**src/rtl/fetch_pkg.sv**
```systemverilog
// Shared types and constants for the instruction-fetch front end.
package fetch_pkg;

  localparam int unsigned INST_W  = 32;
  localparam logic [31:0] PC_STEP = 32'd4;

  typedef enum logic [1:0] {
    FS_IDLE  = 2'd0,
    FS_WAIT  = 2'd1,
    FS_DRAIN = 2'd2
  } fetch_state_t;

  typedef struct packed {
    logic [INST_W-1:0] pc;
    logic [INST_W-1:0] inst;
  } fetch_entry_t;

endpackage

```
**src/rtl/fetch_fifo.sv**
```systemverilog
// Synchronous FIFO buffering {pc, instruction} pairs; flush empties it in one edge.
module fetch_fifo #(
  parameter int unsigned WIDTH = 64,
  parameter int unsigned DEPTH = 2
) (
  input  logic                       clk,
  input  logic                       rst,
  input  logic                       flush,
  input  logic                       push,
  input  logic [WIDTH-1:0]           din,
  input  logic                       pop,
  output logic [WIDTH-1:0]           dout,
  output logic                       full,
  output logic                       empty,
  output logic [$clog2(DEPTH):0]     count
);

  localparam int unsigned PTR_W = $clog2(DEPTH);

  logic [WIDTH-1:0] mem [DEPTH];
  logic [PTR_W-1:0] rd_ptr;
  logic [PTR_W-1:0] wr_ptr;
  logic [WIDTH-1:0] last;
  logic             do_push;
  logic             do_pop;

  assign empty   = (count == '0);
  assign full    = (count == (PTR_W+1)'(DEPTH));
  assign do_push = push & ~full;
  assign do_pop  = pop & ~empty;

  // The last popped entry is kept so the outputs hold steady while empty.
  assign dout = empty ? last : mem[rd_ptr];

  always_ff @(posedge clk) begin
    if (do_push && !flush) begin
      mem[wr_ptr] <= din;
    end
  end

  always_ff @(posedge clk) begin
    if (rst) begin
      rd_ptr <= '0;
      wr_ptr <= '0;
      count  <= '0;
      last   <= '0;
    end else begin
      if (do_pop) begin
        last <= mem[rd_ptr];
      end
      if (flush) begin
        rd_ptr <= '0;
        wr_ptr <= '0;
        count  <= '0;
      end else begin
        if (do_push) begin
          wr_ptr <= wr_ptr + 1'b1;
        end
        if (do_pop) begin
          rd_ptr <= rd_ptr + 1'b1;
        end
        case ({do_push, do_pop})
          2'b10:   count <= count + 1'b1;
          2'b01:   count <= count - 1'b1;
          default: count <= count;
        endcase
      end
    end
  end

endmodule

```
**src/rtl/fetch_stage.sv**
```systemverilog
// Instruction fetch: PC register, imem req/ack FSM, {pc,inst} buffer and redirect flush.
// Optional FETCH_STATS_EN adds stat_fetched / stat_stall counters.
module fetch_stage
  import fetch_pkg::*;
#(
  parameter logic [31:0] RESET_PC   = 32'h0000_0000,
  parameter int unsigned FIFO_DEPTH = 2
) (
  input  logic              clk,
  input  logic              rst,
  output logic              imem_req,
  output logic [31:0]       imem_addr,
  input  logic              imem_ack,
  input  logic [INST_W-1:0] imem_rdata,
  input  logic              redirect_valid,
  input  logic [31:0]       redirect_pc,
  output logic              inst_valid,
  input  logic              inst_ready,
  output logic [INST_W-1:0] inst_data,
  output logic [31:0]       inst_pc,
  output logic [31:0]       inst_pc_plus4
`ifdef FETCH_STATS_EN
  ,
  output logic [31:0]       stat_fetched,
  output logic [31:0]       stat_stall
`endif
);

  localparam int unsigned CNT_W = $clog2(FIFO_DEPTH) + 1;

  fetch_state_t     state;
  fetch_state_t     state_next;
  logic [31:0]      fetch_pc;
  logic [31:0]      req_addr;
  logic             latch_req;
  logic             push;
  logic             pop;
  logic             full;
  logic             empty;
  logic [CNT_W-1:0] count;
  fetch_entry_t     wr_entry;
  fetch_entry_t     head;

  always_comb begin
    state_next = state;
    latch_req  = 1'b0;
    push       = 1'b0;
    case (state)
      FS_IDLE: begin
        if (!redirect_valid && (count < CNT_W'(FIFO_DEPTH))) begin
          state_next = FS_WAIT;
          latch_req  = 1'b1;
        end
      end
      FS_WAIT: begin
        if (redirect_valid) begin
          state_next = imem_ack ? FS_IDLE : FS_DRAIN;
        end else if (imem_ack) begin
          push       = ~full;
          state_next = FS_IDLE;
        end
      end
      FS_DRAIN: begin
        if (imem_ack) begin
          state_next = FS_IDLE;
        end
      end
      default: state_next = FS_IDLE;
    endcase
  end

  always_ff @(posedge clk) begin
    if (rst) begin
      state    <= FS_IDLE;
      fetch_pc <= RESET_PC;
      req_addr <= RESET_PC;
    end else begin
      state <= state_next;
      if (redirect_valid) begin
        fetch_pc <= redirect_pc & ~32'd3;
      end else if (push) begin
        fetch_pc <= fetch_pc + PC_STEP;
      end
      if (latch_req) begin
        req_addr <= fetch_pc;
      end
    end
  end

  assign imem_req  = (state != FS_IDLE);
  assign imem_addr = req_addr;

  assign wr_entry.pc   = req_addr;
  assign wr_entry.inst = imem_rdata;

  fetch_fifo #(
    .WIDTH ($bits(fetch_entry_t)),
    .DEPTH (FIFO_DEPTH)
  ) u_fifo (
    .clk   (clk),
    .rst   (rst),
    .flush (redirect_valid),
    .push  (push),
    .din   (wr_entry),
    .pop   (pop),
    .dout  (head),
    .full  (full),
    .empty (empty),
    .count (count)
  );

  assign inst_valid    = ~empty;
  assign pop           = inst_valid & inst_ready;
  assign inst_data     = head.inst;
  assign inst_pc       = head.pc;
  assign inst_pc_plus4 = head.pc + PC_STEP;

`ifdef FETCH_STATS_EN
  always_ff @(posedge clk) begin
    if (rst) begin
      stat_fetched <= '0;
      stat_stall   <= '0;
    end else begin
      if (pop) begin
        stat_fetched <= stat_fetched + 32'd1;
      end
      if (inst_ready && !inst_valid) begin
        stat_stall <= stat_stall + 32'd1;
      end
    end
  end
`endif

endmodule
```
**config.mk**
```make
export PLATFORM = sky130hd
export DESIGN_NAME = fetch_stage
export DESIGN_NICKNAME = d
export VERILOG_FILES = /design/src/rtl/fetch_pkg.sv /design/src/rtl/fetch_fifo.sv /design/src/rtl/fetch_stage.sv
export SDC_FILE = /design/constraint.sdc
export NUM_CORES = 1
export LEC_CHECK = 0
export CAP_MARGIN = 20
export CORE_ASPECT_RATIO = 1.25
export CORE_UTILIZATION = 47
export CTS_CLUSTER_DIAMETER = 60
export DETAILED_ROUTE_END_ITERATION = 7
export GPL_ROUTABILITY_DRIVEN = 0
export PLACE_DENSITY = 0.79
export SETUP_SLACK_MARGIN = 0.5
export SKIP_LAST_GASP = 1
export SYNTH_ARGS = -nofsm -noshare
export SYNTH_HDL_FRONTEND = slang
export SYNTH_SLANG_ARGS = --single-unit
```
**constraint.sdc**
```tcl
create_clock -name clk -period 4.1 [get_ports clk]
set_input_delay 0.41 -clock clk [delete_from_list [all_inputs] [get_ports clk]]
set_output_delay 0.41 -clock clk [all_outputs]
set_load 0.02 [all_outputs]
```
==> results.toml <==
[detailed_routing]
drtAntennaViolNets = 0
vias_per_cell = 5.56
dr.first_iter.drc_count = 423
route.vias.total = 8384
route.detailed.drc = 0
wl_per_cell_um = 17.5
firstDrtPassIters = 6
wirelength_mm = 26.3

[critical_path]
cp.required_ps = 3690
slowest_stage = "dfxtp_2"
worst-path-buf-inv = 3
max_stage_delay_ps = 380
crit_fanout = 43
end_kind = "primary output"
cp_top_family = "simple AND/OR/NAND/NOR gates"
critical_path_class = "reg -> out"
startpoint_type = "flop"
crit_arrival_ps = 3060
worstPathCellList = "or2_4, buf_16, a21o_1, inv_1, and4_2, nand3_4, nor3_1, xor2_1, dlygate4sd2_1"

[flow_run]
drv_cap = 0

[layout]
syn_to_final_growth_pct = 28.1
seq_area_sq_mm = 0.00631
design_area_sq_mm = 0.0139
multi_input_area_sq_mm = 0.00423
layout-drive-gt1-share_pct = 9.06
fillers = 1815
post-route-util_pct = 62.1
nets = 1279
num_antenna_cells = 0

[synthesis]
synthArstFlopShare_pct = 0
synthCells = 1043
yosysSeqAreaShare_pct = 58.0
ys_top_cells_by_area = "edfxtp_1, dfxtp_1, mux2i_1, nor2_1, a21oi_1"
yosys.cell_types.count = 53
yosysWarnings = 0
synth_top_area_cell = "edfxtp_1"
synth_commonest_cells = "nor2_1, dfxtp_1, edfxtp_1"
yosys_register_bits = 253
synth_enable_flop_cells = 124
synthFlopType = "dfxtp_1"
yosysMostFrequentCell = "nor2_1"
avgSynthCellArea_sq_um = 10.4
netlist_area_sq_mm = 0.0109
yosysTopAreaCellShare_pct = 34.2

[clock_network]
root_buffer = "clkbuf_16"
insertion_delay_ps = 510
cts_buffers = 25
ctsHtreeMaxLevel = 1
clockBufferDepth = 3
hold_buffers = 0
cts_sinks = 253
cts_tree = "done"
clk_pin_slew_worst_paths_ps = 60

[pwr]
power_frac_seq_pct = 49.8
p_per_area_mw_per_mm2 = 395
p_comb_share_pct = 7.1
ir_drop_mv = 0.341
clkPwrFrac_pct = 43.1
p_leak_nw = 4.61
intPower_mw = 4.30
p_switching_mw = 1.20
switching_share_pct = 21.8

[sta]
grt_setup_unrepaired = "true"
fin_crit_sh_pct = 84.7
max_freq_mhz = 288
setup_violations = 0
skew_ps = 7.34
slew-limit-headroom_pct = 37.2
fin_setup_tns_ps = 0
drv_slew = 0
worst_slew_pin_slew_ps = 939
min_period_ps = 3470
finalHoldViolations = 0

[die]
die_x_um = 138
fp.dieH_um = 172
rows = 61
core_sq_mm = 0.0224
dieArea_sq_mm = 0.0238
io_pins = 199
start_util_pct = 48.5

[global_routing]
grt_pass1_vias = 7878
grt_pass1_wl_mm = 41.5
grt_use_total_pct = 21.5
grt_max_degree = 91
grt_antenna_before_repair = 0
overflow = 0

[status]
status = "complete, no violations"

[worst_hold_path]
hold_path_class = "in -> reg"

[place]
placed_area_sq_mm = 0.0130
io_buffers = 190
hpwl_mm = 17.1
-- metal layers --
metal  part of all wire (%)  vias up  global-route usage [%]
met3                    7.4       38                    2.82
li1                       -     4083                       -
met1                     43     3948                    28.6
met5                      0        -                       0
met2                     48      315                    37.1
met4                    2.0        0                    5.49
-- flip-flops by register name, indices dropped and copies added, names as in the netlist, named ones only --
| register | count |
|---|---|
| u_fifo.count | 2 |
| u_fifo.last | 62 |
| imem_addr | 30 |
| u_fifo.mem | 124 |
| u_fifo.rd_ptr | 1 |
| state | 2 |
| fetch_pc | 30 |
| u_fifo.wr_ptr | 1 |
-- cell usage in the layout (no fill, tap or decap), types with 5 or more instances in the layout --
master / count
a21oi_2: 6
nor4_2: 10
mux2i_1: 63
inv_1: 17
nand2_1: 103
a31oi_1: 10
clkinv_2: 6
clkbuf_16: 26
and2_1: 5
a21o_1: 12
edfxtp_1: 124
nand3_1: 15
dfxtp_1: 126
conb_1: 6
xnor2_1: 21
and3_1: 5
a211oi_1: 63
xor2_1: 12
nor2_1: 135
nor3_1: 41
nor4_1: 5
dlygate4sd2_1: 9
o21ai_0: 20
nand4_1: 9
a222oi_1: 5
a21oi_1: 98
clkdlybuf4s15_2: 5
bufinv_16: 5
buf_4: 18
clkdlybuf4s50_1: 168
-- kinds of logic after synthesis --
group,count (synthesis),synth area share (%)
buf+inv,98,4.04
compound gates,230,13.4
flops,253,58.0
fa+ha+maj,3,0.345
mux,66,6.11
simple gates,359,15.4
other cells,1,0.0345
xor+xnor,33,2.66
-- power groups by stage --
stage | Combinational, mW | Clock, mW | Sequential (mW)
5_1_grt | 0.422 | 2.51 | 2.74
6_report | 0.392 | 2.37 | 2.74
4_1_cts | 0.391 | 2.42 | 2.74
2_1_floorplan | 0.203 | 0 | 2.79
3_5_place_dp | 0.390 | 0 | 2.79
3_3_place_gp | 0.384 | 0 | 2.79
-- per-stage QoR --
stage	hold WS, ps	cells	total power [mW]	setup WS [ps]
final	368	1508	5.50	626
after global routing	384	1508	5.67	456
after CTS	361	1505	5.54	486
after detailed placement	459	1455	3.18	514
after global placement	458	1455	3.17	624
after floorplan	445	1048	2.99	532
-- final timing paths --
kind	start	to	slack [ps]	cells past startpoint
hold reg to reg	imem_addr[2]	u_fifo.mem[0][34]	470	0
hold / removal	rst	fetch_pc[17]	370	2
setup reg to reg	u_fifo.count[0]	fetch_pc[8]	1360	8
setup / recovery	u_fifo.count[0]	inst_pc_plus4[23]	630	9
-- final cells by class --
| class | count | share of cell area, % |
|---|---|---|
| repair buffers | 212 | 15.2 |
| clock inverters | 18 | 1.59 |
| clock buffers | 27 | 4.54 |
| well taps | 283 | 2.54 |
| multi-input cells | 698 | 30.3 |
| flip-flops and latches | 253 | 45.3 |
| inverters | 17 | 0.458 |
-- timing repair --
action / CTS / global route
resized for setup: 45 / 11
setup buffers: 4 / 2
gates cloned: 1 / 1
pin swaps: 3 / 3
endpoints found under the setup margin: 23 / 16
(Power assumes the default switching activity.)
==> RTL change, RTL diff (config.mk and constraints unchanged) <==
Add a define of `FETCH_STATS_EN`.
--- a/src/rtl/fetch_stage.sv
+++ b/src/rtl/fetch_stage.sv
@@ -1,4 +1,6 @@
 // Instruction fetch: PC register, imem req/ack FSM, {pc,inst} buffer and redirect flush.
 // Optional FETCH_STATS_EN adds stat_fetched / stat_stall counters.
+`define FETCH_STATS_EN
+
 module fetch_stage
   import fetch_pkg::*;
Formal check against the unedited RTL (old outputs only; new: stat_fetched and stat_stall): same outputs for any inputs over 4 cycles, from zero or initial values and one cycle with rst high; that may be too few to reach the edited logic, so the function may still have changed.
==> RTL change against the unedited design <==
- sequential cell count increased by 64
- largest cell class unchanged
- utilization up 0.41 points
- routed wire length up 30%
- power rose by 29%
- critical path type unchanged
- cell area increased by 27%
- highest routed layer unchanged
- setup slack lost 0.081 ns
- final cell count rose by 30%
- via count grew 30%
- area after synthesis grew 25%
==> RTL change: results (changes against the unedited design) <==
Status
  – Outcome: finished clean

Global routing
  – Total global routing track utilization: 22.66% (+1.1 points)
  – Vias in the first global route: 10,220 (+30%)
  – Global-route wire length before repair: 53,740 µm (+30%)
  – Largest net degree at the start of global routing: 144 (+58%)
  – Antenna violations before repair: 0 (unchanged)

Pwr
  – Total power: 0.007082 W (+29%)
  – Internal power: 0.005543 W (+29%)
  – Leakage: 5.966 nW (+29%)
  – VDD IR max: 0.3210 mV (-5.9%)

Cells and area
  – Biggest regs: u_fifo.mem: 124 flops, u_fifo.last: 62 flops
  – Layout cells sized above 1: 8.365% (-0.70 points)
  – Nets: 1,651 (+29%)
  – Ant. Diodes: 0 (unchanged)

CTS
  – Clk slew on worst S/H paths: 0.06 ns (about the same)
  – Root buf cell: clkbuf_16
  – Clk_lat worst skew: 0.51 ns (about the same)
  – H-tree Lvls: 2 (+1)
  – Clk buf depth: 3 (unchanged)
  – Total CTS buffers: 34 (+36%)

Synthesis
  – Distinct cells, synth: 58 (+9.4%)
  – Synth area leaders: dfxtp_1 28%, edfxtp_1 27%, nor2_1 5.1%, mux2i_1 4.7%, a21oi_1 4.3%
  – Post-synthesis async set-or-reset flop share: 0% (unchanged)
  – Post-synth top area share: 28.45% (-5.8 points)
  – Top cells by count, synth: 193 x dfxtp_1, 186 x nor2_1, 130 x nand2_1, 124 x edfxtp_1, 116 x a21oi_1
  – EDFF count, synth: 124 (unchanged)
  – Multiplexer share of the synthesized area: 4.718% (-1.4 points)
  – Ys Warns: 0 (unchanged)
  – Post-Synth Adder-Cell Area: 0.4607% (+0.12 points)
  – Main flop type after synthesis: dfxtp_1
  – Register area share after synthesis: 55.87% (-2.1 points)
  – Mapped Cells: 1,345 (+29%)
  – Synth Area in Compound Gates: 11.92% (-1.5 points)
  – Xor-xnor portion of the synthesized cell area: 5.611% (+3.0 points)

STA
  – Layout Skew: 0.01960 ns (+0.01227 ns)
  – Slew headroom: 26.84% (-10 points)

Placed design
  – I/O Buffers: 254 (+34%)
  – DP Wirelength: 22,870 µm (+34%)
  – DP Worst Slack: 0.5563 ns (+0.04197 ns)
  – Dpl cells: 1,891 (+30%)

Worst setup path
  – Critical path fanouts, max: 36 (-16%)
  – Arrival time worst endpoint: 3.15 ns (+0.09 ns)

Hold path
  – HP Class: input port to register

Detailed routing
  – Detailed Routing Iterations Pass 1: 5 (-1)
  – Routed vias: 10,870 (+30%)
  – Routed WL per cell: 17.52 µm (+0.31%)
  – Initial DRC Count: 699 (+65%)
  – Routed Wire Length: 34,300 µm (+30%)
[RTL change: timing repair]
item,in CTS,in global routing
pin swaps,2,1
setup endpoints to repair,24,19
setup buffers,3,1
gates cloned,0,1
gates resized for setup,33,13
endpoints found under the hold margin,0,0
[RTL change: worst max-delay path: stages (launching register included)]
cell and delay (ns):
dfxtp_1 0.33, nor2_2 0.26, inv_4 0.13, buf_16 0.22, a21oi_4 0.28, and4_2 0.32
nand4_4 0.12, buf_12 0.18, nor4_2 0.29, xnor2_1 0.16, dlygate4sd2_1 0.35
[RTL change: stage by stage]
stage	area (µm²)	hold slack, ns
after global placement	16370	0.4583
after detailed placement	16370	0.4673
after global routing	17760	0.4697
after floorplan	13600	0.4418
after CTS	17700	0.4384
final	17760	0.4601
[RTL change: path summary, 6_finish.rpt]
| path | start | cells past startpoint | endpoint | slack [ns] |
|---|---|---|---|---|
| min reg2reg | imem_addr[30]$_SDFFE_PP0P_ | 0 | u_fifo.mem[1][62]$_DFFE_PP_ | 0.48 |
| max | u_fifo.count[0]$_SDFFE_PP0P_ | 10 | inst_pc_plus4[27] | 0.54 |
| min | redirect_pc[7] | 3 | fetch_pc[7]$_SDFFE_PP0P_ | 0.46 |
| max reg2reg | u_fifo.count[1]$_SDFFE_PP0P_ | 9 | u_fifo.count[1]$_SDFFE_PP0P_ | 1.53 |
[RTL change: layout make-up]
| type | instances | area [µm²] |
|---|---|---|
| clock buffers | 41 | 949.7 |
| multi-input cells | 929 | 5629 |
| inverters | 15 | 58.81 |
| clock inverters | 20 | 269.0 |
| well taps | 355 | 444.2 |
| repair buffers | 280 | 2814 |
| flip-flops and latches | 317 | 7591 |
| fillers | 2310 | 10650 |
[RTL change: kinds of logic after synthesis]
| kind of cell | after synthesis |
|---|---|
| AO/OA/AOI/OAI | 263 |
| XOR/XNOR | 87 |
| adder cells (fa/ha/maj) | 5 |
| buffers and inverters | 104 |
| flip-flops | 317 |
| multiplexers | 64 |
| other | 1 |
| AND/OR/NAND/NOR | 504 |
[RTL change: metal layers]
metal | wire (µm) | GRT usage, % | up-vias
met1 | 14460 | 28.94 | 5093
met2 | 16440 | 38.67 | 427
met3 | 2379 | 3.949 | 79
met5 | 0 | 0 | -
li1 | - | - | 5271
met4 | 1018 | 7.885 | 0
[RTL change: power groups by stage]
stage          registers (W)  clock network (W)  logic (W)
2_1_floorplan        0.00343                  0   0.000215
3_3_place_gp         0.00343                  0   0.000413
3_5_place_dp         0.00343                  0   0.000421
4_1_cts              0.00336            0.00336   0.000423
5_1_grt              0.00337            0.00348   0.000459
6_report             0.00336            0.00329   0.000426
